File: src/rtl/dmem_arbiter.sv
// dmem_arbiter: two-port arbiter/sequencer for the 64-bit data memory.
// Port A is the CPU memory stage, port B the loader/debug port.
module dmem_arbiter #(
  parameter int DATA_WID = 64,
  parameter int MEM_TOP  = 96
) (
  input  logic                CLK,
  input  logic                RST_N,
  input  logic                a_req,
  input  logic                a_we,
  input  logic [DATA_WID-1:0] a_addr,
  input  logic [DATA_WID-1:0] a_wdata,
  output logic                a_ack,
  output logic [DATA_WID-1:0] a_rdata,
  output logic                a_err,
  input  logic                b_req,
  input  logic                b_we,
  input  logic [DATA_WID-1:0] b_addr,
  input  logic [DATA_WID-1:0] b_wdata,
  output logic                b_ack,
  output logic [DATA_WID-1:0] b_rdata,
  output logic                b_err,
  output logic [DATA_WID-1:0] mem_addr,
  output logic [DATA_WID-1:0] mem_wdata,
  output logic                mem_write,
  output logic                mem_read,
  input  logic [DATA_WID-1:0] mem_rdata,
  output logic                busy
);

  localparam logic [DATA_WID-1:0] LIM =
    DATA_WID'(MEM_TOP - 7);

  typedef enum logic [1:0] {
    S_IDLE,
    S_ACCESS,
    S_DONE
  } state_e;

  state_e              state_q, state_d;
  logic                gnt_b_q, gnt_b_d;
  logic                last_b_q, last_b_d;
  logic                we_q, we_d;
  logic                err_q, err_d;
  logic [DATA_WID-1:0] maddr_q, maddr_d;
  logic [DATA_WID-1:0] mwdata_q, mwdata_d;
  logic                mwr_q, mwr_d;
  logic                mrd_q, mrd_d;
  logic                a_ack_q, a_ack_d;
  logic                a_err_q, a_err_d;
  logic [DATA_WID-1:0] a_rd_q, a_rd_d;
  logic                b_ack_q, b_ack_d;
  logic                b_err_q, b_err_d;
  logic [DATA_WID-1:0] b_rd_q, b_rd_d;
  logic                busy_q, busy_d;

  logic                pick_b;
  logic                sel_we;
  logic                sel_err;
  logic [DATA_WID-1:0] sel_addr;
  logic [DATA_WID-1:0] sel_wdata;
  logic [DATA_WID-1:0] rd_val;

  // Grant selection, access sequencing and registered outputs.
  always_comb begin
    state_d  = state_q;
    gnt_b_d  = gnt_b_q;
    last_b_d = last_b_q;
    we_d     = we_q;
    err_d    = err_q;
    maddr_d  = maddr_q;
    mwdata_d = mwdata_q;
    mwr_d    = mwr_q;
    mrd_d    = mrd_q;
    a_ack_d  = a_ack_q;
    a_err_d  = a_err_q;
    a_rd_d   = a_rd_q;
    b_ack_d  = b_ack_q;
    b_err_d  = b_err_q;
    b_rd_d   = b_rd_q;
    busy_d   = busy_q;

    pick_b    = b_req & (~a_req | ~last_b_q);
    sel_we    = pick_b ? b_we : a_we;
    sel_addr  = pick_b ? b_addr : a_addr;
    sel_wdata = pick_b ? b_wdata : a_wdata;
    sel_err   = sel_addr > LIM;
    rd_val    = (~we_q & ~err_q) ? mem_rdata : '0;

    unique case (state_q)
      S_IDLE: begin
        if (a_req | b_req) begin
          state_d  = S_ACCESS;
          gnt_b_d  = pick_b;
          we_d     = sel_we;
          err_d    = sel_err;
          maddr_d  = sel_addr;
          mwdata_d = sel_wdata;
          mwr_d    = sel_we & ~sel_err;
          mrd_d    = ~sel_we & ~sel_err;
          busy_d   = 1'b1;
        end
      end
      S_ACCESS: begin
        state_d  = S_DONE;
        mwr_d    = 1'b0;
        mrd_d    = 1'b0;
        last_b_d = gnt_b_q;
        if (gnt_b_q) begin
          b_ack_d = 1'b1;
          b_err_d = err_q;
          b_rd_d  = rd_val;
        end else begin
          a_ack_d = 1'b1;
          a_err_d = err_q;
          a_rd_d  = rd_val;
        end
      end
      S_DONE: begin
        state_d = S_IDLE;
        a_ack_d = 1'b0;
        a_err_d = 1'b0;
        b_ack_d = 1'b0;
        b_err_d = 1'b0;
        busy_d  = 1'b0;
      end
      default: state_d = S_IDLE;
    endcase
  end

  // State and output registers; reset aborts any access in flight.
  always_ff @(posedge CLK or negedge RST_N) begin
    if (!RST_N) begin
      state_q  <= S_IDLE;
      gnt_b_q  <= 1'b0;
      last_b_q <= 1'b1;
      we_q     <= 1'b0;
      err_q    <= 1'b0;
      maddr_q  <= '0;
      mwdata_q <= '0;
      mwr_q    <= 1'b0;
      mrd_q    <= 1'b0;
      a_ack_q  <= 1'b0;
      a_err_q  <= 1'b0;
      a_rd_q   <= '0;
      b_ack_q  <= 1'b0;
      b_err_q  <= 1'b0;
      b_rd_q   <= '0;
      busy_q   <= 1'b0;
    end else begin
      state_q  <= state_d;
      gnt_b_q  <= gnt_b_d;
      last_b_q <= last_b_d;
      we_q     <= we_d;
      err_q    <= err_d;
      maddr_q  <= maddr_d;
      mwdata_q <= mwdata_d;
      mwr_q    <= mwr_d;
      mrd_q    <= mrd_d;
      a_ack_q  <= a_ack_d;
      a_err_q  <= a_err_d;
      a_rd_q   <= a_rd_d;
      b_ack_q  <= b_ack_d;
      b_err_q  <= b_err_d;
      b_rd_q   <= b_rd_d;
      busy_q   <= busy_d;
    end
  end

  assign a_ack     = a_ack_q;
  assign a_err     = a_err_q;
  assign a_rdata   = a_rd_q;
  assign b_ack     = b_ack_q;
  assign b_err     = b_err_q;
  assign b_rdata   = b_rd_q;
  assign mem_addr  = maddr_q;
  assign mem_wdata = mwdata_q;
  assign mem_write = mwr_q;
  assign mem_read  = mrd_q;
  assign busy      = busy_q;

endmodule
File: config.mk
export PLATFORM = sky130hd
export DESIGN_NAME = dmem_arbiter
export DESIGN_NICKNAME = d
export VERILOG_FILES = /design/src/rtl/dmem_arbiter.sv
export SDC_FILE = /design/constraint.sdc
export NUM_CORES = 1
export LEC_CHECK = 0
export CAP_MARGIN = 30
export CELL_PAD_IN_SITES_DETAIL_PLACEMENT = 0
export CELL_PAD_IN_SITES_GLOBAL_PLACEMENT = 2
export CORE_MARGIN = 4
export CORE_UTILIZATION = 22
export CTS_BUF_LIST = sky130_fd_sc_hd__clkbuf_2 sky130_fd_sc_hd__clkbuf_4 sky130_fd_sc_hd__clkbuf_8
export CTS_CLUSTER_DIAMETER = 80
export DETAILED_ROUTE_END_ITERATION = 8
export PLACE_DENSITY = 0.92
export SETUP_SLACK_MARGIN = 0.02
export SYNTH_ARGS = -nofsm -noshare
export SYNTH_HDL_FRONTEND = slang
export SYNTH_SLANG_ARGS = --single-unit
File: constraint.sdc
create_clock -name CLK -period 1.9 [get_ports CLK]
set_input_delay 0.285 -clock CLK [delete_from_list [all_inputs] [get_ports CLK]]
set_output_delay 0.285 -clock CLK [all_outputs]
set_load 0.01 [all_outputs]
# Word-level counts from Yosys, hierarchy flattened

Index checks and enable logic that the tools add are counted.
Widths: inputs -> output; s select.

Order comparisons: 1
Eq/ne operators: 5
Muxes and demuxes: 20
Bitwise operators: 13
Reductions and logical operators: 11

Operators with widths:

| kind                | count |
|---|---|
| $mux 64             | 3 |
| $gt 64x7->1 const B | 1 |
| $pmux 1 s2          | 7 |
| $reduce_and 2->1    | 7 |
| $mux 1              | 8 |
| $not 1->1           | 7 |
| $ne 2x2->1 const B  | 3 |
| $reduce_bool 2->1   | 3 |
| $and 1x1->1         | 4 |
| $pmux 2 s2          | 1 |
| $eq 2x1->1 const B  | 1 |
| $eq 2x2->1 const B  | 1 |
| $logic_not 2->1     | 1 |
| $mux 2              | 1 |
| $or 1x1->1          | 2 |

Bits in registers: 269
Input port bits: 326
Output and inout port bits: 263

# Longest topological paths before layout

Gate-level depths: netlist of run 1.

Word-level depth: 9
Mapped depth: 8
Depth with buffers taken out: 6

# Worst setup path after synthesis of run 1

OpenSTA, ideal clock, no wires.

Path type: reg-to-reg
Start point: register last_b_q
End point: register mwdata_q[10], in the netlist mem_wdata[10]
Library setup time: 0.082 ns
Data arrival time: 1.451 ns
Data required time: 1.818 ns
Path slack: 0.367 ns
Cell stages (with the launch flop): 7
Cell sequence: dfstp_2 a21bo_2 buf_2 buf_2 buf_1 nand2_1 a31oi_1

Longest elaborated chain between the ends: 4

Ends and longest elaborated chain:

| item                   | line | RTL |
|---|---|---|
| from (decl)            | 42   | `logic last_b_q, last_b_d;` |
| from (signal assigned) | 153  | `last_b_q <= last_b_d;` |
| $not 1->1              | 83   | `pick_b = b_req & (~a_req \| ~last_b_q);` |
| $or 1x1->1             | 83   |  |
| $and 1x1->1            | 83   |  |
| $mux 64                | 86   | `sel_wdata = pick_b ? b_wdata : a_wdata;` |
| to (signal assigned)   | 157  | `mwdata_q <= mwdata_d;` |
| to (decl)              | 46   | `logic [DATA_WID-1:0] mwdata_q, mwdata_d;` |

Every way passes these cells.
A chain may end at the register's enable or synchronous reset.

# Worst setup path after layout of run 1

Start point: input a_addr[39]
End point: register mwr_q, in the netlist mem_write

Longest elaborated chain between the ends: 6

Ends and longest elaborated chain:

| item                 | line | RTL |
|---|---|---|
| from (decl)          | 11   | `input logic [DATA_WID-1:0] a_addr,` |
| $mux 64              | 85   | `sel_addr = pick_b ? b_addr : a_addr;` |
| $gt 64x7->1          | 87   | `sel_err = sel_addr > LIM;` |
| $not 1->1            | 99   | `mwr_d = sel_we & ~sel_err;` |
| $and 1x1->1          | 99   |  |
| $mux 1               | 92   | `if (a_req \| b_req) begin` |
| $pmux 1 s2           | 90   | `unique case (state_q)` |
| to (signal assigned) | 158  | `mwr_q <= mwr_d;` |
| to (decl)            | 47   | `logic mwr_q, mwr_d;` |

Every way passes these cells. The select of a mux whose other input is x is not followed.

==> flow_summary.rst, run 1 <==
.. list-table::
   :header-rows: 1

   * - Metric
     - Value
   * - Result of the run
     - complete, no violations
   * - Floorplan die area
     - ~0.055 sq mm
   * - Count of fill cells added during filler insertion
     - 5147
   * - Number of design-rule violations left by the first detailed-router iteration
     - about 490
   * - Number of enable-type register cells in the synthesized netlist
     - 0
   * - Post-synth top cells
     - 458 x sky130_fd_sc_hd__nand2_1, 268 x sky130_fd_sc_hd__dfrtp_1, 136 x sky130_fd_sc_hd__nor2_1, 128 x sky130_fd_sc_hd__a31oi_1, 115 x sky130_fd_sc_hd__o21ai_0
   * - FFs w/ async S/R, synth
     - between 90% and 100%
   * - Quantity of I/O buffers inserted on ports
     - 588
   * - Max-cap violations
     - 0
   * - Master of the slowest instance on the critical path
     - sky130_fd_sc_hd__nor4_1
   * - Sequential share of the synthesized area
     - 59.68%
   * - CTS tree
     - yes
   * - Total routing usage reported by global routing
     - 17.57%
   * - Layout overhead on the synthesized area
     - 73.38%
   * - Area of combinational cells with multiple inputs
     - between 0.004 and 0.005 sq mm
   * - Number of DRC violations after detailed routing
     - 0
   * - Worst hold margin
     - 0.1953 ns
   * - Synthesized area
     - between 0.01 and 0.015 sq mm
   * - Worst vdd ir
     - ~0.00071 V
   * - Vias per std cell
     - 4.417
   * - #FFs+latches synth
     - 269
   * - Area leader, netlist
     - sky130_fd_sc_hd__dfrtp_1
   * - Mean instance size in the synthesized netlist
     - 8.806 sq um
   * - DR vias
     - 11580
   * - Most frequently used cell type in the post-synthesis netlist
     - sky130_fd_sc_hd__nand2_1
   * - Net count of the finished layout
     - 2237
   * - Final worst-path cycle share
     - 95.38%
   * - Root cell of the clock tree
     - sky130_fd_sc_hd__clkbuf_8
   * - Deepest level of the CTS H-tree
     - 2
   * - Pin count of the biggest net entering global routing
     - 65
   * - Final routed wire length divided by cell count
     - 19.38 um
   * - TritonCTS sink count
     - 269
   * - DIE HEIGHT
     - around 230 um
   * - Post-Synthesis Cells
     - ~1300
   * - Internal portion of total power
     - 15440 uW
   * - Total of endpoints with negative setup slack in the final report
     - 0
   * - Combinational group share of total power
     - 40.5%
   * - Clock Tree Buf Depth
     - 3
   * - Sequential Power Share
     - 34.7%
   * - CP Cell Sequence
     - clkdlybuf4s50_1, nor4_1, nand4_1, o22ai_1, o2111ai_2, o21ai_0
   * - Area contributors post-synth
     - sky130_fd_sc_hd__dfrtp_1 59%, sky130_fd_sc_hd__nand2_1 15%, sky130_fd_sc_hd__a31oi_1 7.1%, sky130_fd_sc_hd__o21ai_0 5.1%, sky130_fd_sc_hd__nor2_1 4.5%
   * - Maximum single-stage delay on the critical path
     - 0.56 ns
   * - Critical path fanouts, max
     - 3
   * - First-pass GRT wire length
     - 73600 um
   * - Post-Synthesis Net Count
     - 1607
   * - CTS Buf Count
     - 48
   * - Power per Cell Area
     - 1239 mW/mm^2
   * - CORE AREA
     - 0.05038 sq mm
   * - Total negative slack for setup checks
     - 0 ns
   * - Final Critical Period
     - around 1.8 ns
   * - Yosys warnings
     - 0
   * - Worst Skew
     - 0.03671 ns
   * - Kind of end point of the critical path
     - register
   * - Number of global-route vias before repair
     - 12060
   * - Final Routed Wirelength
     - approximately 51000 um
   * - Most frequently used flop master after synthesis
     - sky130_fd_sc_hd__dfrtp_1
   * - Total overflow reported by the global router
     - 0
   * - RePlAce Congestion
     - 0.8889
   * - Post-route ant nets
     - 0
   * - Fmax
     - 0.5518 GHz
   * - Total count of hold-check failures in the final report
     - 0
   * - Worst-Skew Late Latency
     - 0.61 ns
   * - Worst EP arrival
     - between 2 and 2.5 ns
   * - HPWL after detailed placement
     - 39690 um
   * - Worst hold-check path type
     - in -> async
   * - Placement Rows
     - 82
   * - Starting density of the core
     - 22.39%
   * - Placement Cell Area
     - 0.01845 sq mm
   * - Antenna violations before repair
     - 6
   * - Data required, critical path
     - about 2.4 ns
   * - Fraction of final layout cells sized beyond drive strength 1
     - 9.399%
   * - Slew Limit Fails
     - 0
   * - Iteration count of the initial detailed-routing pass
     - 6
   * - Leakage Power
     - 0.008833 uW
   * - Share of power burned in the clock network
     - 24.8%
   * - # IOs
     - around 590
   * - Category of the critical setup timing path
     - in -> reg
   * - Total non-filler cell area in the finished layout
     - 0.01956 sq mm
   * - Critical path startpoint category
     - input port
   * - Share of the synthesized area in the top cell type
     - between 50% and 60%
   * - Switch Pwr
     - 8788 uW
   * - Measured slew at the worst slew-check pin
     - 0.5827 ns
   * - Worst slew margin relative to its limit
     - 60.80%
   * - Count of cell types in the netlist
     - 32
   * - Sequential cell area
     - 0.006734 sq mm
   * - Switching power as a share of total power
     - 36.26%
   * - Clock edge transition at the registers on the reported setup and hold paths
     - 0.06 ns
   * - Die X-Extent
     - 234.4 um
   * - RSZ-0062 raised after global routing
     - false
[placed cells by master (no fill, tap or decap), types with 3 or more instances in the layout]
cell type / Yosys / final
sky130_fd_sc_hd__buf_4: 0 / 64
sky130_fd_sc_hd__dfrtp_1: 268 / 267
sky130_fd_sc_hd__clkbuf_8: 0 / 63
sky130_fd_sc_hd__nand2_1: 458 / 457
sky130_fd_sc_hd__clkinv_2: 0 / 5
sky130_fd_sc_hd__buf_12: 0 / 18
sky130_fd_sc_hd__dlymetal6s2s_1: 0 / 40
sky130_fd_sc_hd__nor4_1: 26 / 25
sky130_fd_sc_hd__o22ai_1: 3 / 3
sky130_fd_sc_hd__o21ai_1: 18 / 18
sky130_fd_sc_hd__nor3_1: 4 / 4
sky130_fd_sc_hd__clkbuf_4: 0 / 13
sky130_fd_sc_hd__nand4_1: 8 / 8
sky130_fd_sc_hd__clkdlybuf4s50_1: 0 / 457
sky130_fd_sc_hd__a31oi_1: 128 / 128
sky130_fd_sc_hd__dlygate4sd2_1: 0 / 89
sky130_fd_sc_hd__inv_1: 3 / 3
sky130_fd_sc_hd__nor2_1: 136 / 135
sky130_fd_sc_hd__o21ai_0: 115 / 115
[timing repair]
item | in CTS | in global routing
setup endpoints to repair | 93 | 43
pin swaps | 0 | 1
hold buffers | 1 | 0
cloned | 0 | 0
endpoints found under the hold margin | 182 | 0
gates resized for setup | 93 | 42
buffers inserted | 3 | 0
[per-stage QoR]
stage          total power [uW]  worst slack (ns)  utilization (%)  std cells
6_report                  24230           0.08770            38.83       2621
5_1_grt                   25820           0.01751            38.82       2619
4_1_cts                   24760          0.003441            38.62       2619
3_5_place_dp              19070           -0.8028            36.62       2529
3_3_place_gp              18950           -0.7724            36.62       2529
2_1_floorplan             12770            0.3668                -       1281
[state kept, by name, summed over array words and instances, names as in the netlist, 2 cells and up]
register and cells:
a_rdata 64, mem_wdata 64, b_rdata 64, mem_addr 64
state_q 2
[worst max-delay path, delay by kind of cell]
family | cells | cell delay [ns]
AO/OA/AOI/OAI | 3 | 0.79
buffers and inverters | 1 | 0.43
AND/OR/NAND/NOR | 2 | 0.83
[cell families (layout without fill, tap and decap cells)]
group / count (synthesis) / after routing / share of synthesized area [%]
AND/OR/NAND/NOR: 637 / 637 / 22.13
other: 0 / 2 / 0
multiplexers: 1 / 1 / 0.08873
buffers and inverters: 96 / 762 / 3.926
AO/OA/AOI/OAI: 278 / 278 / 14.17
flip-flops: 269 / 269 / 59.68
[path summary, 6_finish.rpt]
| path | from | to | slack (ns) | cells past startpoint |
|---|---|---|---|---|
| setup / recovery | a_addr[39] | mem_write$_DFFE_PN0P_ | 0.09 | 6 |
| hold / removal | RST_N | b_rdata[37]$_DFFE_PN0P_ | 0.20 | 2 |
| setup reg to reg | state_q[0]$_DFFE_PN0P_ | a_rdata[9]$_DFFE_PN0P_ | 0.16 | 5 |
| hold reg to reg | b_rdata[8]$_DFFE_PN0P_ | b_rdata[8]$_DFFE_PN0P_ | 0.47 | 2 |
| max in group asynchronous | RST_N | b_rdata[19]$_DFFE_PN0P_ | 0.85 | 3 |
| min in group CLK | a_wdata[33] | mem_wdata[33]$_DFFE_PN0P_ | 0.22 | 3 |
[power by group through the flow]
| stage | sequential [uW] | combinational (uW) | clock (uW) |
|---|---|---|---|
| 4_1_cts | 8440 | 10100 | 6240 |
| 2_1_floorplan | 9130 | 3640 | 0 |
| 3_3_place_gp | 8470 | 10500 | 0 |
| 3_5_place_dp | 8530 | 10500 | 0 |
| 5_1_grt | 8620 | 10700 | 6500 |
| 6_report | 8410 | 9820 | 6000 |
[per-layer routing]
| layer | GRT usage, % | part of all wire, % | vias up |
|---|---|---|---|
| met3 | 6.377 | 10 | 91 |
| met5 | 0 | 0.037 | - |
| li1 | - | - | 5581 |
| met4 | 5.057 | 3.0 | 2 |
| met1 | 19.81 | 37 | 5406 |
| met2 | 31.23 | 50 | 498 |
[layout make-up]
class | count | share of cell area, %
Sequential cell | 269 | 34.43
Timing Repair Buffer | 671 | 34.38
Multi-Input combinational cell | 916 | 21.22
Clock buffer | 76 | 4.932
Tap cell | 672 | 4.299
Clock inverter | 10 | 0.5757
Inverter | 5 | 0.1343
Antenna cell | 2 | 0.02559
(Power assumes the default switching activity.)
==> run 2: changes to the inputs <==
ABC_AREA = 1   (was default)
==> run 2 against run 1 <==
The run now ends with setup timing left. Critical path depth is 1 higher. Design area is 7.2% higher. Largest power group unchanged. Largest cell class is now buffers. Hold slack worse by 0.070 ns. Highest routed layer unchanged. Clock power is 4.5% higher.
==> flow_summary.rst, run 2 <==
.. list-table::
   :header-rows: 1

   * - Metric
     - Value
   * - Result of the run
     - complete, but fails checks
   * - Failing checks
     - setup timing
   * - Combinational group share of total power
     - 45.3% (+4.8 points)
   * - DR vias
     - 13080 (+13%)
   * - Kind of end point of the critical path
     - register
   * - Number of DRC violations after detailed routing
     - 0 (unchanged)
   * - Clock edge transition at the registers on the reported setup and hold paths
     - 0.06 ns (about the same)
   * - Count of cell types in the netlist
     - 24 (-25%)
   * - Total non-filler cell area in the finished layout
     - 0.02096 sq mm (+7.2%)
   * - Max-cap violations
     - 0 (unchanged)
   * - First-pass GRT wire length
     - 81910 um (+11%)
   * - Mean instance size in the synthesized netlist
     - 7.619 sq um (-13%)
   * - Placement Rows
     - 86 (+4.9%)
   * - Worst hold-check path type
     - in -> async
   * - Data required, critical path
     - 2.38 ns (-0.05 ns)
   * - Worst Skew
     - 0.01905 ns (-0.01766 ns)
   * - HPWL after detailed placement
     - 40370 um (+1.7%)
   * - Post-Synthesis Cells
     - 1617 (+26%)
   * - Number of cells in the design after placement
     - 2953 (+17%)
   * - FFs w/ async S/R, synth
     - 100.0% (unchanged)
   * - Total overflow reported by the global router
     - 0 (unchanged)
   * - RSZ-0062 raised after global routing
     - true
   * - CORE AREA
     - 0.05531 sq mm (+9.8%)
   * - Leading cell type in the layout, fill and taps excluded
     - sky130_fd_sc_hd__nand2_1
   * - Vias per std cell
     - 4.267 (-3.4%)
   * - Clock Tree Buf Depth
     - 3 (unchanged)
   * - CTS Buf Count
     - 52 (+8.3%)
   * - RePlAce Congestion
     - 0.8823 (-0.74%)
   * - Sequential Power Share
     - 33.2% (-1.5 points)
   * - Highest-count cells in the layout ignoring fill and taps
     - 656 x sky130_fd_sc_hd__nand2_1, 393 x sky130_fd_sc_hd__clkdlybuf4s50_1, 268 x sky130_fd_sc_hd__dfrtp_1, 189 x sky130_fd_sc_hd__nor2_1, 172 x sky130_fd_sc_hd__dlygate4sd2_1
   * - Number of enable-type register cells in the synthesized netlist
     - 0 (unchanged)
   * - Met3 routing resource usage after global routing
     - 6.128% (-0.25 points)
   * - TritonCTS sink count
     - 269 (unchanged)
   * - Sequential share of the synthesized area
     - 54.65% (-5.0 points)
   * - Iteration count of the initial detailed-routing pass
     - 4 (-2)
   * - Fmax
     - 0.5217 GHz (-5.5%)
   * - # IOs
     - 589 (unchanged)
   * - Leakage Power
     - 0.01086 uW (+23%)
   * - Placement Cell Area
     - 0.01966 sq mm (+6.6%)
   * - Floorplan die area
     - 0.05985 sq mm (+8.9%)
   * - Number of design-rule violations left by the first detailed-router iteration
     - 619 (+27%)
   * - Synthesized area
     - 0.01232 sq mm (+9.2%)
   * - Slew Limit Fails
     - 0 (unchanged)
   * - Quantity of I/O buffers inserted on ports
     - 588 (unchanged)
   * - Antenna violations before repair
     - 5 (-1)
   * - Final worst setup slack
     - -0.01686 ns (-0.1046 ns)
   * - Fraction of final layout cells sized beyond drive strength 1
     - 10.29% (+0.89 points)
   * - Final Routed Wirelength
     - 54300 um (+6.9%)
   * - Power per Cell Area
     - 1392 mW/mm^2 (+12%)
   * - Critical path startpoint category
     - register
   * - Worst vdd ir
     - 0.0006286 V (-12%)
   * - Overall power consumption
     - 29170 uW (+20%)
   * - Deepest level of the CTS H-tree
     - 2 (unchanged)
   * - Worst slew margin relative to its limit
     - 65.92% (+5.1 points)
   * - Switching power as a share of total power
     - 39.11% (+2.8 points)
   * - Category of the critical setup timing path
     - reg -> reg
   * - Number of global-route vias before repair
     - 13640 (+13%)
   * - Die X-Extent
     - 244.6 um (+4.3%)
   * - Post-route ant nets
     - 0 (unchanged)
   * - Count of fill cells added during filler insertion
     - 5860 (+14%)
   * - Met2 Resource Use GR
     - 29.51% (-1.7 points)
   * - Internal portion of total power
     - 17760 uW (+15%)
   * - Area leader, netlist
     - sky130_fd_sc_hd__dfrtp_1
   * - Most frequently used flop master after synthesis
     - sky130_fd_sc_hd__dfrtp_1
   * - Final routed wire length divided by cell count
     - 17.72 um (-8.5%)
   * - Critical path fanouts, max
     - 45 (+42)
   * - Yosys warnings
     - 0 (unchanged)
   * - Switch Pwr
     - 11410 uW (+30%)
   * - Total count of hold-check failures in the final report
     - 0 (unchanged)
   * - Post-Synthesis Net Count
     - 1943 (+21%)
   * - #FFs+latches synth
     - 269 (unchanged)
   * - Post-synth top cells
     - 664 x sky130_fd_sc_hd__nand2_1, 268 x sky130_fd_sc_hd__dfrtp_1, 198 x sky130_fd_sc_hd__nor2_1, 171 x sky130_fd_sc_hd__o21ai_0, 109 x sky130_fd_sc_hd__inv_1
   * - Layout overhead on the synthesized area
     - 70.14%
   * - Most frequently used cell type in the post-synthesis netlist
     - sky130_fd_sc_hd__nand2_1
   * - Final core utilization
     - 37.90% (-0.93 points)
   * - Worst EP arrival
     - 2.39 ns (+0.05 ns)
   * - CTS tree
     - yes
   * - Share of the synthesized area in the top cell type
     - 54.44% (-5.0 points)
   * - Root cell of the clock tree
     - sky130_fd_sc_hd__clkbuf_8
   * - Most Used Layer, Global Route
     - met2
   * - Pin count of the biggest net entering global routing
     - 80 (+23%)
   * - GR Layer Usage met1
     - 20.88% (+1.1 points)
   * - Total of endpoints with negative setup slack in the final report
     - 3 (+3)
   * - Worst-Skew Late Latency
     - 0.61 ns (about the same)
   * - Net count of the finished layout
     - 2599 (+16%)
   * - Measured slew at the worst slew-check pin
     - 0.5111 ns (-0.07155 ns)
   * - Share of power burned in the clock network
     - 21.5% (-3.3 points)
   * - DIE HEIGHT
     - 244.6 um (+4.3%)
   * - Post-route insts no fill
     - 3064 (+17%)
   * - Area contributors post-synth
     - sky130_fd_sc_hd__dfrtp_1 54%, sky130_fd_sc_hd__nand2_1 20%, sky130_fd_sc_hd__o21ai_0 6.9%, sky130_fd_sc_hd__nor2_1 6.0%, sky130_fd_sc_hd__inv_1 3.3%
   * - Final Critical Period
     - 1.917 ns (+0.1046 ns)
   * - Starting density of the core
     - 22.27% (-0.12 points)
   * - Final worst-path cycle share
     - 100.9% (+5.5 points)
   * - Total routing usage reported by global routing
     - 17.46% (-0.11 points)
==> run 2: changes by cell type after synthesis, sizes merged, moves of 19 or more <==
| cell | delta |
|---|---|
| nand2 | +208 |
| inv | +106 |
| a31oi | -100 |
| nor2 | +64 |
| o21ai | +47 |
| nand3 | +40 |
| nor4 | -26 |
| nand3b | +19 |
==> run 2: worst max-delay path, cell delays in order (launching register included) <==
cell and delay, ns:
sky130_fd_sc_hd__dfstp_2 0.60, sky130_fd_sc_hd__nand2_8 0.11, sky130_fd_sc_hd__nand2_8 0.14, sky130_fd_sc_hd__inv_6 0.05
sky130_fd_sc_hd__buf_4 0.14, sky130_fd_sc_hd__buf_4 0.25, sky130_fd_sc_hd__o21ai_0 0.35, sky130_fd_sc_hd__o21ai_0 0.12
==> run 2: power by group through the flow <==
| stage | Clock, uW | Combinational [uW] | Sequential (uW) |
|---|---|---|---|
| after global placement | 0 | 14300 | 9750 |
| final | 6270 | 13200 | 9680 |
| after global routing | 6790 | 14500 | 9990 |
| after floorplan | 0 | 4540 | 10700 |
| after CTS | 6540 | 13500 | 9710 |
| after detailed placement | 0 | 14400 | 9810 |
==> run 2: path summary, 6_finish.rpt <==
kind	start	endpoint	slack, ns	depth (start not counted)
setup / recovery	last_b_q$_DFFE_PN1P_	mem_wdata[11]$_DFFE_PN0P_	-0.02	7
setup reg to reg	last_b_q$_DFFE_PN1P_	mem_wdata[11]$_DFFE_PN0P_	-0.02	7
hold reg to reg	a_rdata[42]$_DFFE_PN0P_	a_rdata[42]$_DFFE_PN0P_	0.46	2
hold / removal	RST_N	a_rdata[47]$_DFFE_PN0P_	0.12	2
max in group asynchronous	RST_N	mem_wdata[20]$_DFFE_PN0P_	1.02	4
min in group CLK	a_addr[62]	mem_addr[62]$_DFFE_PN0P_	0.27	3
==> run 2: metrics by stage <==
stage | hold slack, ns | TNS, ns | setup slack (ns)
after global placement | 0.1347 | -17.67 | -0.3464
final | 0.1250 | -0.02783 | -0.01686
after detailed placement | 0.1332 | -20.33 | -0.3732
after floorplan | -0.01059 | 0 | 0.2246
after global routing | 0.07423 | -0.5874 | -0.1720
after CTS | 0.02759 | -0.06085 | -0.04510
==> run 2: logic make-up (layout without fill, tap and decap cells) <==
logic type | Yosys count | in the layout | synth area share [%]
AOI/OAI and AO/OA | 212 | 212 | 8.958
buffers and inverters | 206 | 901 | 6.795
DFF | 269 | 269 | 54.65
muxes | 1 | 1 | 0.08125
other | 0 | 3 | 0
and+or+nand+nor | 929 | 930 | 29.51
==> run 2: timing repair <==
action / in CTS / in global routing
cloned: 4 / 0
gates resized for setup: 202 / 39
endpoints found under the setup margin: 235 / 29
hold buffers: 1 / 0
setup buffers: 7 / 2
endpoints found under the hold margin: 194 / 0
pin swaps: 6 / 8
==> run 2: layer usage <==
layer / share of wire (%) / vias up
met3: 9.1 / 94
li1: - / 6348
met5: 0.087 / -
met4: 2.8 / 6
met2: 48 / 498
met1: 40 / 6129
==> run 2: cell type report <==
cell class              instances  area [sq um]  share of cell area, %
clock buffers                  85          1064                  5.074
repair buffers                696          6840                  32.63
well taps                     748         935.9                  4.465
inverters                     111         422.9                  2.018
clock inverters                 9         76.32                 0.3641
flip-flops and latches        269          6733                  32.12
diodes                          3         7.507                0.03582
multi-input cells            1143          4881                  23.29
==> run 3: changes to the inputs <==
CORE_ASPECT_RATIO = 0.6   (was default)
MAX_ROUTING_LAYER = met4   (was default)
SLEW_MARGIN = 20   (was default)
==> run 3 against run 2 <==
The run still ends with setup timing left. Critical endpoint is now mem_write$_DFFE_PN0P_. Global-route usage about the same. Critical path depth increased by 7. Utilization increased by 0.29 points. Total power increased by 0.72%. Clock power decreased by 7.3%. Die area increased by 0.21%. Largest power group unchanged. Worst setup slack got worse by 0.049 ns. Sequential share of layout area increased by 0.083 points.
==> flow_summary.rst, run 3 (same netlist as run 2, synthesis figures left out) <==
.. list-table::
   :header-rows: 1

   * - Metric
     - Value
   * - Result of the run
     - complete, but fails checks
   * - Worst hold-check path type
     - in -> async
   * - Final Critical Period
     - 1.966 ns (+0.04877 ns)
   * - Data required, critical path
     - 2.41 ns (+0.03 ns)
   * - Final routed wire length divided by cell count
     - 17.45 um (-1.5%)
   * - Internal portion of total power
     - 18080 uW (+1.8%)
   * - Total routing usage reported by global routing
     - 17.50% (+0.039 points)
   * - Worst Skew
     - 0.01935 ns (+0.0003015 ns)
   * - Total count of hold-check failures in the final report
     - 0 (unchanged)
   * - Vias per std cell
     - 4.278 (+0.25%)
   * - Fmax
     - 0.5087 GHz (-2.5%)
   * - CTS Buf Count
     - 48 (-7.7%)
   * - Total of endpoints with negative setup slack in the final report
     - 3 (unchanged)
   * - Layout overhead on the synthesized area
     - 69.70%
   * - Master of the slowest instance on the critical path
     - sky130_fd_sc_hd__dfstp_2
   * - Deepest level of the CTS H-tree
     - 2 (unchanged)
   * - Net count of the finished layout
     - 2573 (-1.0%)
   * - Final worst setup slack
     - -0.06563 ns (-0.04877 ns)
   * - Maximum single-stage delay on the critical path
     - 0.59 ns (about the same)
   * - Buf/Inv on CP
     - 3 (unchanged)
   * - Measured slew at the worst slew-check pin
     - 0.4223 ns (-0.08881 ns)
   * - Total non-filler cell area in the finished layout
     - 0.02091 sq mm (-0.26%)
   * - Final worst-path cycle share
     - 103.5% (+2.6 points)
   * - RePlAce Congestion
     - 0.8654 (-1.9%)
   * - Capture instance of the worst register-to-register path
     - mem_write$_DFFE_PN0P_
   * - Final Routed Wirelength
     - 53020 um (-2.4%)
   * - CTS tree
     - yes
   * - Pin count of the biggest net entering global routing
     - 69 (-14%)
   * - Final core utilization
     - 38.19% (+0.29 points)
   * - Switching power as a share of total power
     - 38.45% (-0.66 points)
   * - Slew Limit Fails
     - 0 (unchanged)
   * - CP Cell Sequence
     - nand2_8, nand2_8, buf_6, inv_6, nand2_2, nand2_1, nor2_1, nand2_1, nor2_2, nand2_2, nor2_4, buf_4, nand3_1, nand2_1
   * - # IOs
     - 589 (unchanged)
   * - DIE HEIGHT
     - 191.3 um (-22%)
   * - Switch Pwr
     - 11300 uW (-0.97%)
   * - First-pass GRT wire length
     - 79780 um (-2.6%)
   * - Clock Tree Buf Depth
     - 3 (unchanged)
   * - Clock edge transition at the registers on the reported setup and hold paths
     - 0.06 ns (about the same)
   * - Most common cell type on the critical path
     - sky130_fd_sc_hd__nand2_1
   * - Share of power burned in the clock network
     - 19.8% (-1.7 points)
   * - Worst EP arrival
     - 2.48 ns (+0.09 ns)
   * - Cell count of the worst reg-to-reg path
     - 14 (+7)
   * - Floorplan die area
     - 0.05997 sq mm (+0.21%)
   * - Number of global-route vias before repair
     - 13480 (-1.2%)
   * - Quantity of I/O buffers inserted on ports
     - 588 (unchanged)
   * - Combinational group share of total power
     - 47.0% (+1.7 points)
   * - Critical path startpoint category
     - register
   * - Family with the most delay on the worst path
     - simple AND/OR/NAND/NOR gates
   * - Number of DRC violations after detailed routing
     - 0 (unchanged)
   * - Highest-count cells in the layout ignoring fill and taps
     - 657 x sky130_fd_sc_hd__nand2_1, 512 x sky130_fd_sc_hd__clkdlybuf4s50_1, 268 x sky130_fd_sc_hd__dfrtp_1, 187 x sky130_fd_sc_hd__nor2_1, 157 x sky130_fd_sc_hd__o21ai_0
   * - Sequential Power Share
     - 33.2% (about the same)
   * - Worst vdd ir
     - 0.0006551 V (+4.2%)
   * - Overall power consumption
     - 29380 uW (+0.72%)
   * - Startpoint of the most critical register-to-register path
     - last_b_q$_DFFE_PN1P_
   * - Post-route ant nets
     - 0 (unchanged)
   * - Kind of end point of the critical path
     - register
   * - Category of the critical setup timing path
     - reg -> reg
   * - Die X-Extent
     - 313.5 um (+28%)
   * - Root cell of the clock tree
     - sky130_fd_sc_hd__clkbuf_8
   * - TritonCTS sink count
     - 269 (unchanged)
   * - Max-cap violations
     - 0 (unchanged)
   * - Iteration count of the initial detailed-routing pass
     - 5 (+1)
   * - Number of design-rule violations left by the first detailed-router iteration
     - 898 (+45%)
   * - Leading cell type in the layout, fill and taps excluded
     - sky130_fd_sc_hd__nand2_1
   * - DR vias
     - 13000 (-0.60%)
   * - Total overflow reported by the global router
     - 0 (unchanged)
   * - Power per Cell Area
     - 1405 mW/mm^2 (+0.98%)
   * - Worst-Skew Late Latency
     - 0.58 ns (-0.03 ns)
   * - HPWL after detailed placement
     - 38770 um (-4.0%)
   * - Slack of the worst reg-to-reg path
     - -0.07 ns (-0.05 ns)
   * - Leakage Power
     - 0.01052 uW (-3.2%)
   * - Critical path fanouts, max
     - 7 (-84%)
   * - Starting density of the core
     - 22.50% (+0.23 points)
   * - CORE AREA
     - 0.05475 sq mm (-1.0%)
   * - Failing checks
     - setup timing
   * - Placement Cell Area
     - 0.01959 sq mm (-0.34%)
   * - Worst slew margin relative to its limit
     - 71.84% (+5.9 points)
   * - Antenna violations before repair
     - 5 (unchanged)
   * - Placement Rows
     - 66 (-23%)
   * - Fraction of final layout cells sized beyond drive strength 1
     - 9.326% (-0.96 points)
   * - RSZ-0062 raised after global routing
     - true
run 3: per-layer routing:
layer | track usage [%] | share of wire, % | vias up
met1 | 22.87 | 45 | 6187
met4 | 5.125 | 2.6 | 0
met5 | - | 0 | -
met2 | 27.25 | 46 | 419
met3 | 4.020 | 6.6 | 93
li1 | - | - | 6297
run 3: timing repair:
action | CTS | global route
endpoints found under the setup margin | 44 | 68
setup buffers | 1 | 2
cloned | 1 | 1
hold endpoints to repair | 150 | 0
pin swaps | 1 | 9
hold buffers | 1 | 0
resized for setup | 49 | 77
run 3: through the flow:
| stage | hold WS, ns | TNS [ns] | setup slack [ns] | std cells |
|---|---|---|---|---|
| finish | 0.2217 | -0.1357 | -0.06563 | 3038 |
| global route | 0.1952 | -0.4932 | -0.1686 | 3038 |
| CTS | 0.1541 | -0.1404 | -0.05526 | 3029 |
| detailed placement | 0.2355 | -13.94 | -0.4366 | 2939 |
| global placement | 0.2303 | -12.23 | -0.4479 | 2939 |
| floorplan | -0.01059 | 0 | 0.2246 | 1617 |
run 3: how the worst max path moves through the flow:
| stage | startpoint | endpoint | slack (ns) | cells past startpoint |
|---|---|---|---|---|
| floorplan | last_b_q$_DFFE_PN1P_ | err_q$_DFFE_PN0P_ | 0.22 | 13 |
| global placement | a_req | err_q$_DFFE_PN0P_ | -0.45 | 15 |
| detailed placement | a_req | err_q$_DFFE_PN0P_ | -0.44 | 15 |
| CTS | last_b_q$_DFFE_PN1P_ | err_q$_DFFE_PN0P_ | -0.06 | 12 |
| global route | last_b_q$_DFFE_PN1P_ | err_q$_DFFE_PN0P_ | -0.17 | 13 |
| finish | last_b_q$_DFFE_PN1P_ | mem_write$_DFFE_PN0P_ | -0.07 | 14 |
run 3: power groups by stage:
stage | sequential [uW] | clock [uW] | combinational (uW)
floorplan | 10700 | 0 | 4540
global route | 10100 | 6330 | 15100
CTS | 9770 | 6100 | 14000
global placement | 9760 | 0 | 14100
detailed placement | 9810 | 0 | 14100
finish | 9750 | 5810 | 13800
run 3: cell type report:
| type | instances | area [sq um] |
|---|---|---|
| Clock inverter | 5 | 30.03 |
| Tap cell | 748 | 935.9 |
| Sequential cell | 269 | 6733 |
| Multi-Input combinational cell | 1142 | 4881 |
| Antenna cell | 6 | 15.01 |
| Fill cell | 5605 | 33840 |
| Clock buffer | 82 | 991.0 |
| Inverter | 111 | 422.9 |
| Timing Repair Buffer | 675 | 6898 |
